==> config.mk <==
export PLATFORM = sky130hd
export DESIGN_NAME = fpga_cfg_sequencer
export DESIGN_NICKNAME = d
export VERILOG_FILES = /design/src/rtl/fpga_cfg_sequencer.sv
export SDC_FILE = /design/constraint.sdc
export NUM_CORES = 1
export LEC_CHECK = 0
export CAP_MARGIN = 20
export CORE_ASPECT_RATIO = 1.4
export CORE_UTILIZATION = 57
export CTS_CLUSTER_DIAMETER = 60
export CTS_CLUSTER_SIZE = 10
export DETAILED_ROUTE_END_ITERATION = 8
export GPL_ROUTABILITY_DRIVEN = 0
export GPL_TIMING_DRIVEN = 0
export PLACE_DENSITY = 0.8
export SETUP_SLACK_MARGIN = 0.5
export SLEW_MARGIN = 20
export SYNTH_ARGS = -nofsm -noshare
export SYNTH_HDL_FRONTEND = slang
export SYNTH_SLANG_ARGS = --single-unit
==> constraint.sdc <==
create_clock -name i_mainclk -period 2.2 [get_ports i_mainclk]
set_input_delay 0.22 -clock i_mainclk [delete_from_list [all_inputs] [get_ports i_mainclk]]
set_output_delay 0.22 -clock i_mainclk [all_outputs]
set_load 0.01 [all_outputs]
==> src/rtl/fpga_cfg_sequencer.sv <==
// Backend configuration master: sequences o_resetbAll, waits for ready, then shifts frames out on o_sclk/o_sdout.
// Optional macro CFG_PARITY_EN appends an even-parity bit after the LSB of every frame.
module fpga_cfg_sequencer #(
  parameter int FRAME_W       = 8,
  parameter int SCLK_HALF     = 4,
  parameter int RST_HOLD      = 16,
  parameter int READY_TIMEOUT = 1024,
  parameter int GAP_CYC       = 8
) (
  input  logic               i_mainclk,
  input  logic               i_resetbFPGA,
  input  logic               i_ready,
  input  logic [FRAME_W-1:0] i_cfg_data,
  input  logic               i_cfg_valid,
  output logic               o_cfg_ready,
  output logic               o_resetbAll,
  output logic               o_sclk,
  output logic               o_sdout,
  output logic               o_busy,
  output logic               o_timeout
);

`ifdef CFG_PARITY_EN
  localparam int NBITS = FRAME_W + 1;

  function automatic logic even_parity(input logic [FRAME_W-1:0] d);
    return ^d;
  endfunction
`else
  localparam int NBITS = FRAME_W;
`endif

  localparam int CNT_MAX = (RST_HOLD > READY_TIMEOUT) ?
                           ((RST_HOLD > GAP_CYC) ? RST_HOLD : GAP_CYC) :
                           ((READY_TIMEOUT > GAP_CYC) ? READY_TIMEOUT : GAP_CYC);
  localparam int CNT_W  = (CNT_MAX > 1) ? $clog2(CNT_MAX) : 1;
  localparam int HALF_W = (SCLK_HALF > 1) ? $clog2(SCLK_HALF) : 1;
  localparam int BIT_W  = $clog2(NBITS);

  typedef enum logic [2:0] {
    ST_RESET_HOLD = 3'd0,
    ST_WAIT_READY = 3'd1,
    ST_IDLE       = 3'd2,
    ST_SHIFT      = 3'd3,
    ST_GAP        = 3'd4
  } state_t;

  state_t             state_r, state_s;
  logic [CNT_W-1:0]   cnt_r, cnt_s;
  logic [HALF_W-1:0]  half_cnt_r, half_cnt_s;
  logic [BIT_W-1:0]   bit_cnt_r, bit_cnt_s;
  // Bits still to send after the one currently on o_sdout, next bit at the top.
  logic [NBITS-2:0]   rem_r, rem_s;
  logic               ready_meta_r, ready_sync_r;
  logic               resetb_all_r, resetb_all_s;
  logic               cfg_ready_r, cfg_ready_s;
  logic               sclk_r, sclk_s;
  logic               sdout_r, sdout_s;
  logic               busy_r, busy_s;
  logic               timeout_r, timeout_s;

  // Next-state and next-output decode.
  always_comb begin
    state_s      = state_r;
    cnt_s        = cnt_r;
    half_cnt_s   = half_cnt_r;
    bit_cnt_s    = bit_cnt_r;
    rem_s        = rem_r;
    resetb_all_s = resetb_all_r;
    cfg_ready_s  = cfg_ready_r;
    sclk_s       = sclk_r;
    sdout_s      = sdout_r;
    busy_s       = busy_r;
    timeout_s    = timeout_r;

    case (state_r)
      ST_RESET_HOLD: begin
        resetb_all_s = 1'b0;
        cfg_ready_s  = 1'b0;
        sclk_s       = 1'b0;
        sdout_s      = 1'b0;
        busy_s       = 1'b0;
        if (cnt_r == CNT_W'(RST_HOLD - 1)) begin
          resetb_all_s = 1'b1;
          cnt_s        = '0;
          state_s      = ST_WAIT_READY;
        end else begin
          cnt_s = cnt_r + CNT_W'(1);
        end
      end
      ST_WAIT_READY: begin
        if (ready_sync_r) begin
          cfg_ready_s = 1'b1;
          cnt_s       = '0;
          state_s     = ST_IDLE;
        end else if (cnt_r == CNT_W'(READY_TIMEOUT - 1)) begin
          timeout_s    = 1'b1;
          resetb_all_s = 1'b0;
          cnt_s        = '0;
          state_s      = ST_RESET_HOLD;
        end else begin
          cnt_s = cnt_r + CNT_W'(1);
        end
      end
      ST_IDLE, ST_SHIFT, ST_GAP: begin
        if (!ready_sync_r) begin
          // Backend lost ready: drop the word in flight and go back to waiting.
          cfg_ready_s = 1'b0;
          sclk_s      = 1'b0;
          sdout_s     = 1'b0;
          busy_s      = 1'b0;
          cnt_s       = '0;
          half_cnt_s  = '0;
          bit_cnt_s   = '0;
          state_s     = ST_WAIT_READY;
        end else if (state_r == ST_IDLE) begin
          if (i_cfg_valid && cfg_ready_r) begin
`ifdef CFG_PARITY_EN
            rem_s = {i_cfg_data[FRAME_W-2:0], even_parity(i_cfg_data)};
`else
            rem_s = i_cfg_data[FRAME_W-2:0];
`endif
            sdout_s     = i_cfg_data[FRAME_W-1];
            sclk_s      = 1'b0;
            cfg_ready_s = 1'b0;
            busy_s      = 1'b1;
            half_cnt_s  = '0;
            bit_cnt_s   = '0;
            state_s     = ST_SHIFT;
          end else begin
            cfg_ready_s = 1'b1;
          end
        end else if (state_r == ST_SHIFT) begin
          if (half_cnt_r == HALF_W'(SCLK_HALF - 1)) begin
            half_cnt_s = '0;
            if (!sclk_r) begin
              sclk_s = 1'b1;
            end else begin
              // Falling edge: the only point where data may change.
              sclk_s = 1'b0;
              if (bit_cnt_r == BIT_W'(NBITS - 1)) begin
                sdout_s = 1'b0;
                cnt_s   = '0;
                state_s = ST_GAP;
              end else begin
                bit_cnt_s = bit_cnt_r + BIT_W'(1);
                sdout_s   = rem_r[NBITS-2];
                rem_s     = {rem_r[NBITS-3:0], 1'b0};
              end
            end
          end else begin
            half_cnt_s = half_cnt_r + HALF_W'(1);
          end
        end else begin
          if (cnt_r == CNT_W'(GAP_CYC - 1)) begin
            busy_s      = 1'b0;
            cfg_ready_s = 1'b1;
            cnt_s       = '0;
            state_s     = ST_IDLE;
          end else begin
            cnt_s = cnt_r + CNT_W'(1);
          end
        end
      end
      default: begin
        resetb_all_s = 1'b0;
        cfg_ready_s  = 1'b0;
        sclk_s       = 1'b0;
        sdout_s      = 1'b0;
        busy_s       = 1'b0;
        cnt_s        = '0;
        state_s      = ST_RESET_HOLD;
      end
    endcase
  end

  // State, counter, output and ready-synchroniser registers.
  always_ff @(posedge i_mainclk or negedge i_resetbFPGA) begin
    if (!i_resetbFPGA) begin
      state_r      <= ST_RESET_HOLD;
      cnt_r        <= '0;
      half_cnt_r   <= '0;
      bit_cnt_r    <= '0;
      rem_r        <= '0;
      ready_meta_r <= 1'b0;
      ready_sync_r <= 1'b0;
      resetb_all_r <= 1'b0;
      cfg_ready_r  <= 1'b0;
      sclk_r       <= 1'b0;
      sdout_r      <= 1'b0;
      busy_r       <= 1'b0;
      timeout_r    <= 1'b0;
    end else begin
      state_r      <= state_s;
      cnt_r        <= cnt_s;
      half_cnt_r   <= half_cnt_s;
      bit_cnt_r    <= bit_cnt_s;
      rem_r        <= rem_s;
      ready_meta_r <= i_ready;
      ready_sync_r <= ready_meta_r;
      resetb_all_r <= resetb_all_s;
      cfg_ready_r  <= cfg_ready_s;
      sclk_r       <= sclk_s;
      sdout_r      <= sdout_s;
      busy_r       <= busy_s;
      timeout_r    <= timeout_s;
    end
  end

  assign o_cfg_ready = cfg_ready_r;
  assign o_resetbAll = resetb_all_r;
  assign o_sclk      = sclk_r;
  assign o_sdout     = sdout_r;
  assign o_busy      = busy_r;
  assign o_timeout   = timeout_r;

endmodule

==> run metrics, run 1 <==
Async S/R FF share, synth 100%; Synth Instances roughly 210; FF+latch area 832 µm²; internal power 1940 µW; highest clock rate 508 MHz; actual slew at the worst max-slew pin 0.759 ns; Post-Synth Simple-Gate Area a little under a quarter; TritonCTS clock tree done; area of the multi-input gates 1220 µm²; Slew Limit Fails 0; Critical Path RT 2.42 ns; unrepaired setup endpoints after global routing true; die height 70.8 µm; worst hold path class in -> async; pin count of the biggest net entering global routing 34; first-pass GRT wire length around 8.1 mm; WP data arrival 2.19 ns; Clock power frac 19.2%; Root Buffer clkbuf_8; Syn. warnings 0; top cell type by total area after synthesis dfrtp_1; Fillers 135; synthesized-area fraction occupied by adder cells 2.59%; Crit. End Element register; area post-placement about 2200 µm²; distinct cell type count after synthesis 55; slew margin rel. 49.4%; HPWL after DPL 3.11 mm; Psw 1200 µW; Worst-path clk slew 0.07 ns; sequential area share after synthesis between 40 and 50%; syn nets about 230; EDFF count, synth 0; DRT Pass-1 Iters 5; Synth Area in XOR/XNOR 0.454%; area delta synth->final 45.5%; Top Layer Used met4; outcome complete, but fails checks; period utilisation layout 89.5%; via count 2014; Initial Util between 60 and 70%; CTS buffer count 5; clock sinks 33; crit-path leading delay family simple AND/OR/NAND/NOR gates; layout cell share with drive strength beyond 1 37.1%; DRC 0; finished layout cell area 2810 µm²; CP max FO 6; met2 wire length 3.45 mm; DR vias/cell between 6 and 7; Port Buffers 17; row cnt 24; latest clock arrival within the worst-skew pair 0.30 ns; setup violators final 0; Cell Area, Synth 1930 µm²; combinational power share 51.9%; ys flop type dfrtp_1; met3 WL post-DR 297 µm; Worst Skew 0.00840 ns; violated checks hold timing; Core ar. 3180 µm²; cell chain of the critical path or4b_4, a41o_1, o211a_4, or4_1, o211ai_2; Leak 0.00120 µW; number of nets in the layout 287; synthesized flop and latch total 33; final core utilization 88.2%; DRT iter0 DRCs 122; CTS H-tree depth 2; routed len/inst 20.5 µm; slowest CP cell or4b_4; GR Overflow Total 0; full die area 3620 µm²; Peak supply drop 0.867 mV; setup TNS 0 ns; cell area power density 1120 nW/µm²; top-area cell type share of the netlist area 42.8%; CTS Hold Bufs 0; slowest stage delay, CP approximately 0.54 ns; Tot GR Track Use 30.1%; post-synthesis mux area share 5.38%; io pins 18; Switching Fraction 38.2%; Antenna Diode Count 0; dominant cells by area after synthesis dfrtp_1, a21oi_1, nand2_1; crit path time final just under 2 ns; placed insts 269; Non-Filler Instances between 300 and 400; initial antenna violation count 0; drt total wl around 6.4 mm; WP buf/inv 0; Setup Crit Path Kind reg -> reg; Syn Area/Cell 9.06 µm²; Final ANT Viol Nets 0; compound-cell area share of the yosys netlist 20.2%; final hold violation count 12; vias in the first global route between 1500 and 2000; die width slightly above 50 µm; largest family of logic cells by synthesized area simple AND/OR/NAND/NOR gates; Max-Cap Viols 0; Max clock buf depth 2; Seq pwr share 28.9%; Hold Slack -0.0106 ns; Startpoint Class register; wire length on met1 2.21 mm
cells in the mapped netlist, types with 2 or more instances:
library cell / instances
nor2_1: 16
o211ai_1: 3
a21oi_1: 21
o31ai_1: 2
ha_1: 4
clkbuf_1: 5
nand4_1: 3
nor2b_1: 3
buf_4: 2
nor3_1: 5
mux2_2: 3
o21ai_0: 19
a22o_1: 2
mux2i_1: 7
buf_6: 3
nand3_1: 8
dfrtp_1: 33
nand2_1: 28
or4_4: 2
nand2b_1: 2
inv_1: 6
nor4_1: 2
nand3b_1: 2
path summary, 6_finish.rpt:
path	startpoint	end	slack, ns	cells after the start
worst min register to register	ready_meta_r	ready_sync_r	0.37	0
max in group asynchronous	i_resetbFPGA	ready_sync_r	1.67	1
min in group i_mainclk	ready_meta_r	ready_sync_r	0.37	0
worst min-delay path	i_resetbFPGA	cnt_r[8]	-0.01	1
worst max register to register	state_r[2]	cnt_r[9]	0.23	5
worst max-delay path	state_r[2]	cnt_r[9]	0.23	5
state kept, by name (all words and copies together) (netlist names):
name / flops
cnt_r: 10
rem_r: 7
bit_cnt_r: 3
state_r: 3
half_cnt_r: 2
o_busy: 1
o_cfg_ready: 1
o_resetbAll: 1
o_sclk: 1
o_sdout: 1
o_timeout: 1
ready_meta_r: 1
ready_sync_r: 1
power groups by stage:
stage | clock network, µW | registers (µW) | logic [µW]
after global routing | 634 | 919 | 1730
after global placement | 0 | 884 | 979
after floorplan | 0 | 872 | 785
after CTS | 601 | 887 | 1170
after detailed placement | 0 | 897 | 1020
final | 604 | 907 | 1630
logic make-up (layout without fill, tap and decap cells):
kind of cell / Yosys count / after routing
DFF: 33 / 33
buffers and inverters: 17 / 76
xor gates and xnor gates: 1 / 1
muxes: 10 / 10
and+or+nand+nor: 86 / 86
AOI/OAI and AO/OA: 62 / 62
adders and majority gates: 4 / 4
cell type report:
class                      instances  area share (%)
multi-input combinational        163            43.4
clock buffer                       7            3.07
timing repair buffer              51            15.5
buffer                            11            4.81
sequential                        33            29.6
tap                               39            1.74
inverter                           6           0.802
clock inverter                     1            1.07
through the flow:
stage | worst slack (ns) | power, µW
floorplan | 0.357 | 1660
global placement | 0.195 | 1860
detailed placement | 0.169 | 1910
CTS | 0.281 | 2660
global route | 0.196 | 3280
finish | 0.231 | 3140
worst register-to-register path, stage by stage (launching register included):
cell and delay [ns]:
dfrtp_2 0.45, or4b_4 0.54, a41o_1 0.25, o211a_4 0.16
or4_1 0.41, o211ai_2 0.07
what timing repair did:
item,CTS,global route
cloned,0,1
pin swaps,11,19
gates resized for setup,32,46
setup buffers,18,15
setup endpoints to repair,29,28
routing by layer:
layer / GRT usage, % / up-vias
li1: - / 893
met4: 9.26 / 0
met2: 58.8 / 98
met5: 0 / -
met1: 30.6 / 986
met3: 6.24 / 37
cells in the final DEF (no fill, tap or decap), drive strengths merged, types with 2 or more instances in the layout:
master | synthesis | routed
nand4 | 3 | 3
ha | 4 | 4
o211ai | 4 | 4
or4 | 3 | 3
clkbuf | 5 | 10
o31ai | 2 | 2
a22o | 2 | 2
mux2i | 7 | 7
clkdlybuf4s50 | 0 | 16
nand2 | 28 | 28
dfrtp | 33 | 33
nand2b | 2 | 2
nor4 | 2 | 2
inv | 6 | 6
mux2 | 3 | 3
nand3b | 2 | 2
nand3 | 8 | 8
a21oi | 22 | 22
nor2 | 16 | 16
o21ai | 19 | 19
or2b | 2 | 2
buf | 6 | 43
nor2b | 3 | 3
and4 | 2 | 2
nor3 | 5 | 5
or3 | 2 | 2
(Power assumes the default switching activity.)
==> run 2: changes to the inputs <==
Settings changed: CORE_UTILIZATION 57 to 51, HOLD_SLACK_MARGIN set to 0.15, PLACE_DENSITY 0.8 to 0.76.
Clock period 2.2 ns to 1.8 ns, I/O delays scaled along.
==> run 2 against run 1 <==
Combinational power is 44% higher. Clock power decreased by 3.3%. The run ends with setup timing left. Sequential power grew 26%.
==> run metrics, run 2 (same netlist as run 1, synthesis figures left out) <==
slowest stage delay, CP 0.56 ns (+0.02 ns); final core utilization 86.2% (-2.0 points); Switching Fraction 39.2% (+0.96 points); unrepaired setup endpoints after global routing true; most frequent cells in the layout buf_4, dfrtp_1, nand2_1, buf_6, a21oi_2; WP data arrival 2.17 ns (-0.02 ns); drt total wl 6.74 mm (+5.7%); Clock power frac 14.3% (-4.9 points); GR Overflow Total 0 (unchanged); violated checks setup timing; cell area power density 1300 nW/µm² (+16%); internal power 2480 µW (+28%); slew margin rel. 71.5% (+22 points); Tot GR Track Use 30.0% (-0.16 points); pin count of the biggest net entering global routing 21 (-38%); Final WS setup -0.148 ns (-0.379 ns); row cnt 26 (+8.3%); crit path time final 1.95 ns (-0.0205 ns); initial antenna violation count 0 (unchanged); cell chain of the critical path or4_4, or4_4, a21oi_2, a31oi_1, a21oi_1; HPWL after DPL 3.02 mm (-2.9%); routed len/inst 20.4 µm (-0.41%); r2r setup slk -0.15 ns (-0.38 ns); max reg flops 10 (unchanged); full die area 4040 µm² (+11%); Worst Skew 0.00894 ns (+0.000543 ns); layout cell share with drive strength beyond 1 50.0% (+13 points); Hold Path Sink ready_meta_r; Peak supply drop 0.983 mV (+13%); Psw 1600 µW (+33%); Crit. End Element register; highest clock rate 513 MHz (+1.1%); area post-placement 2270 µm² (+4.1%); worst hold stages 1; Reg2Reg Launch Point cnt_r[7]; clock sinks 33 (unchanged); CP most frequent cell or4_4; Critical Path RT 2.02 ns (-0.40 ns); Leak 0.00136 µW (+13%); Seq pwr share 28.0% (-0.9 points); Max-Cap Viols 0 (unchanged); Setup Crit Path Kind reg -> reg; Final ANT Viol Nets 0 (unchanged); Startpoint Class register; io pins 18 (unchanged); outcome complete, but fails checks; CTS H-tree depth 2 (unchanged); vias in the first global route 1890 (+2.8%); actual slew at the worst max-slew pin 0.426 ns (-0.333 ns); die width 54.0 µm (+5.5%); Slew Limit Fails 0 (unchanged); combinational power share 57.7% (+5.8 points); die height 74.8 µm (+5.6%); via count 2037 (+1.1%); first-pass GRT wire length 8.58 mm (+5.3%); period utilisation layout 108% (+19 points); CP max FO 3 (-3); Root Buffer clkbuf_8; latest clock arrival within the worst-skew pair 0.29 ns (about the same); Hold Slack 0.329 ns (+0.340 ns); setup TNS -0.885 ns (-0.885 ns); reg2reg end o_busy; finished layout cell area 3140 µm² (+12%); TritonCTS clock tree done; Antenna Diode Count 0 (unchanged); final hold violation count 0 (-12); reg2reg path depth 5 (unchanged); DRC 0 (unchanged); slowest CP cell or4_4; DRT iter0 DRCs 114 (-6.6%); Port Buffers 17 (unchanged); largest registers cnt_r (10), rem_r (7); worst hold path class in -> reg; DR vias/cell 6.17 (-4.7%); Max clock buf depth 2 (unchanged); Initial Util 53.0% (-7.7 points); Worst-path clk slew 0.07 ns (about the same); most common cell after layout, fill and taps aside buf_4; min-delay src i_ready; area delta synth->final 62.8%; Top reg by flops cnt_r; DRT Pass-1 Iters 5 (unchanged); setup violators final 10 (+10); Core ar. 3640 µm² (+14%); number of nets in the layout 304 (+5.9%); CTS buffer count 5 (unchanged)
-- run 2: worst max path at each step --
stage	start	cells after the start	slack (ns)	end
after floorplan	state_r[2]	5	-0.04	cnt_r[9]
after global placement	state_r[1]	4	-0.19	o_sclk
after detailed placement	state_r[1]	4	-0.20	o_sclk
after CTS	cnt_r[7]	5	-0.07	o_busy
after global routing	cnt_r[7]	5	-0.29	o_busy
final	cnt_r[7]	5	-0.15	o_busy
-- run 2: layout make-up --
type / instances / area (µm²)
well taps: 42 / 52.6
inverters: 6 / 22.5
plain buffers: 11 / 141
flip-flops and latches: 33 / 831
repair buffers: 68 / 652
fillers: 172 / 503
multi-input cells: 163 / 1360
clock buffers: 7 / 86.3
-- run 2: layer usage --
metal / share of wire, % / global-route usage, % / vias up / wire length (µm)
met4: 3.5 / 15.4 / 0 / 238
li1: - / - / 928 / -
met3: 4.9 / 6.26 / 24 / 328
met5: 0 / 0 / - / 0
met1: 37 / 31.6 / 1004 / 2480
met2: 55 / 54.3 / 81 / 3700
-- run 2: per-stage QoR --
step	std cells	worst slack, ns	power (µW)
after floorplan	213	-0.0432	2090
after global placement	272	-0.186	2370
after detailed placement	273	-0.197	2410
final	330	-0.148	4070
after CTS	318	-0.0683	3580
after global routing	330	-0.292	4310
-- run 2: power groups by stage --
stage	combinational [µW]	sequential, µW	clock (µW)
CTS	1920	1080	574
detailed placement	1310	1100	0
global route	2520	1170	615
floorplan	1010	1070	0
finish	2350	1140	584
global placement	1270	1090	0
-- run 2: worst max-delay path, delay by kind of cell, from the launching register on --
family	cells	cell delay, ns
flops	1	0.39
simple gates	2	1.04
compound gates	3	0.45
-- run 2: timing repair --
action,CTS,global route
cloned,1,0
hold endpoints to repair,33,0
pin swaps,25,17
endpoints found under the setup margin,36,31
hold buffers,1,0
buffers inserted,36,12
resized for setup,67,50
==> run 3: changes to the inputs <==
Settings changed: CTS_CLUSTER_SIZE 10 to 28, SKIP_CTS_REPAIR_TIMING set to 1.
==> run 3 against run 2 <==
The flow still finishes with violations (setup timing). Total power shrank 15%. Final cell count shrank 8.5%. Highest routed layer unchanged. Clock skew shrank 0.00060 ns. Via count shrank 10%. Register-to-register slack lost 0.03 ns. Critical path type unchanged. Largest power group unchanged. Critical path depth is the same. Sequential cell count is the same. First-iteration DRC count shrank 32%. Sequential share of layout area grew 3.2 points. Sequential power is essentially flat. Global-route usage shrank 7.1 points. Setup slack lost 0.032 ns. Critical endpoint is now cnt_r[9].
==> run metrics, run 3 (same netlist as run 1, synthesis figures left out) <==
layout cell share with drive strength beyond 1 36.5% (-13 points); Leak 0.00127 µW (-6.5%); HPWL after DPL 3.02 mm (unchanged); via count 1827 (-10%); Startpoint Class register; first-pass GRT wire length 6.62 mm (-23%); highest clock rate 505 MHz (-1.6%); slew margin rel. 73.6% (+2.1 points); Crit. End Element register; GR Overflow Total 0 (unchanged); Port Buffers 17 (unchanged); io pins 18 (unchanged); full die area 4040 µm² (unchanged); Setup Crit Path Kind reg -> reg; die width 54.0 µm (unchanged); CTS H-tree depth 2 (unchanged); Final WS setup -0.180 ns (-0.0317 ns); outcome complete, but fails checks; Top reg by flops cnt_r; Critical Path RT 2.02 ns (about the same); Final ANT Viol Nets 0 (unchanged); CP max FO 5 (+2); finished layout cell area 2800 µm² (-11%); Peak supply drop 1.00 mV (+1.9%); worst hold path class in -> async; vias in the first global route 1540 (-19%); setup violators final 11 (+1); DRT iter0 DRCs 78 (-32%); pin count of the biggest net entering global routing 21 (unchanged); cell area power density 1240 nW/µm² (-4.3%); unrepaired setup endpoints after global routing true; crit-path leading delay family simple AND/OR/NAND/NOR gates; Max-Cap Viols 0 (unchanged); slowest stage delay, CP 0.58 ns (+0.02 ns); slowest CP cell or4b_4; largest registers cnt_r (10), rem_r (7); Fillers 228 (+33%); TritonCTS clock tree done; CTS buffer count 5 (unchanged); crit path time final 1.98 ns (+0.0317 ns); period utilisation layout 110% (+1.8 points); Tot GR Track Use 22.8% (-7.1 points); WP buf/inv 0 (unchanged); Slew Limit Fails 0 (unchanged); actual slew at the worst max-slew pin 0.395 ns (-0.0310 ns); Core ar. 3640 µm² (unchanged); Initial Util 53.0% (unchanged); Root Buffer clkbuf_8; final hold violation count 0 (unchanged); most common cell after layout, fill and taps aside dfrtp_1; latest clock arrival within the worst-skew pair 0.29 ns (about the same); clock sinks 33 (unchanged); Worst-path clk slew 0.07 ns (about the same); drt total wl 5.26 mm (-22%); violated checks setup timing; number of nets in the layout 276 (-9.2%); initial antenna violation count 0 (unchanged); routed len/inst 17.4 µm (-15%); Antenna Diode Count 0 (unchanged); DR vias/cell 6.05 (-2.0%); area post-placement 2270 µm² (unchanged); row cnt 26 (unchanged); dpl ws -0.197 ns (unchanged); setup TNS -1.30 ns (-0.415 ns); DRT Pass-1 Iters 4 (-1); most frequent cells in the layout dfrtp_1, nand2_1, buf_4, a21oi_1; Max clock buf depth 2 (unchanged); die height 74.8 µm (unchanged); WP data arrival 2.20 ns (+0.03 ns); area delta synth->final 45.3%; DRC 0 (unchanged); cell chain of the critical path or4b_4, a41o_1, o211a_1, or4_1, o211ai_2; Worst Skew 0.00834 ns (-0.000604 ns); Reg2Reg Launch Point state_r[2]; Critical Path Start state_r[2]; max reg flops 10 (unchanged)
==> run 3: cell types whose count changed in the layout (fill, tap and decap cells not counted), sizes merged <==
cell,change
dlymetal6s2s,+6
dlygate4sd2,-6
buf,-28
==> run 3: metal layers <==
layer	vias to the layer above	track usage, %	part of all wire (%)
met4	0	11.1	3.3
met2	53	39.6	52
met1	886	25.3	40
li1	870	-	-
met5	-	0	0
met3	18	5.86	4.3
==> run 3: final timing paths <==
check	to	slack (ns)	cells past startpoint
max in group asynchronous	ready_sync_r	1.03	3
min in group i_mainclk	ready_meta_r	0.33	1
hold reg to reg	ready_sync_r	0.35	0
setup reg to reg	cnt_r[9]	-0.18	5
setup / recovery	cnt_r[9]	-0.18	5
hold / removal	bit_cnt_r[1]	0.33	2
==> run 3: area by class of cell <==
type / instances / area, µm² / area share, %
Inverter: 6 / 22.5 / 0.804
Clock buffer: 7 / 86.3 / 3.08
Tap cell: 42 / 52.6 / 1.87
Multi-Input combinational cell: 163 / 1230 / 44.1
Timing Repair Buffer: 40 / 442 / 15.8
Buffer: 11 / 133 / 4.73
Sequential cell: 33 / 832 / 29.7
==> run 3: per-stage QoR <==
stage	power (µW)	utilization, %	instances	hold WS [ns]
floorplan	2090	-	213	-0.116
global placement	2370	61.6	272	0.338
detailed placement	2410	62.2	273	0.115
CTS	2970	64.6	280	-0.191
global route	3700	76.9	302	0.342
finish	3480	76.9	302	0.331
==> run 3: power by group <==
group	internal, µW	switching [µW]
clock network	303	272
logic	901	882
registers	932	189
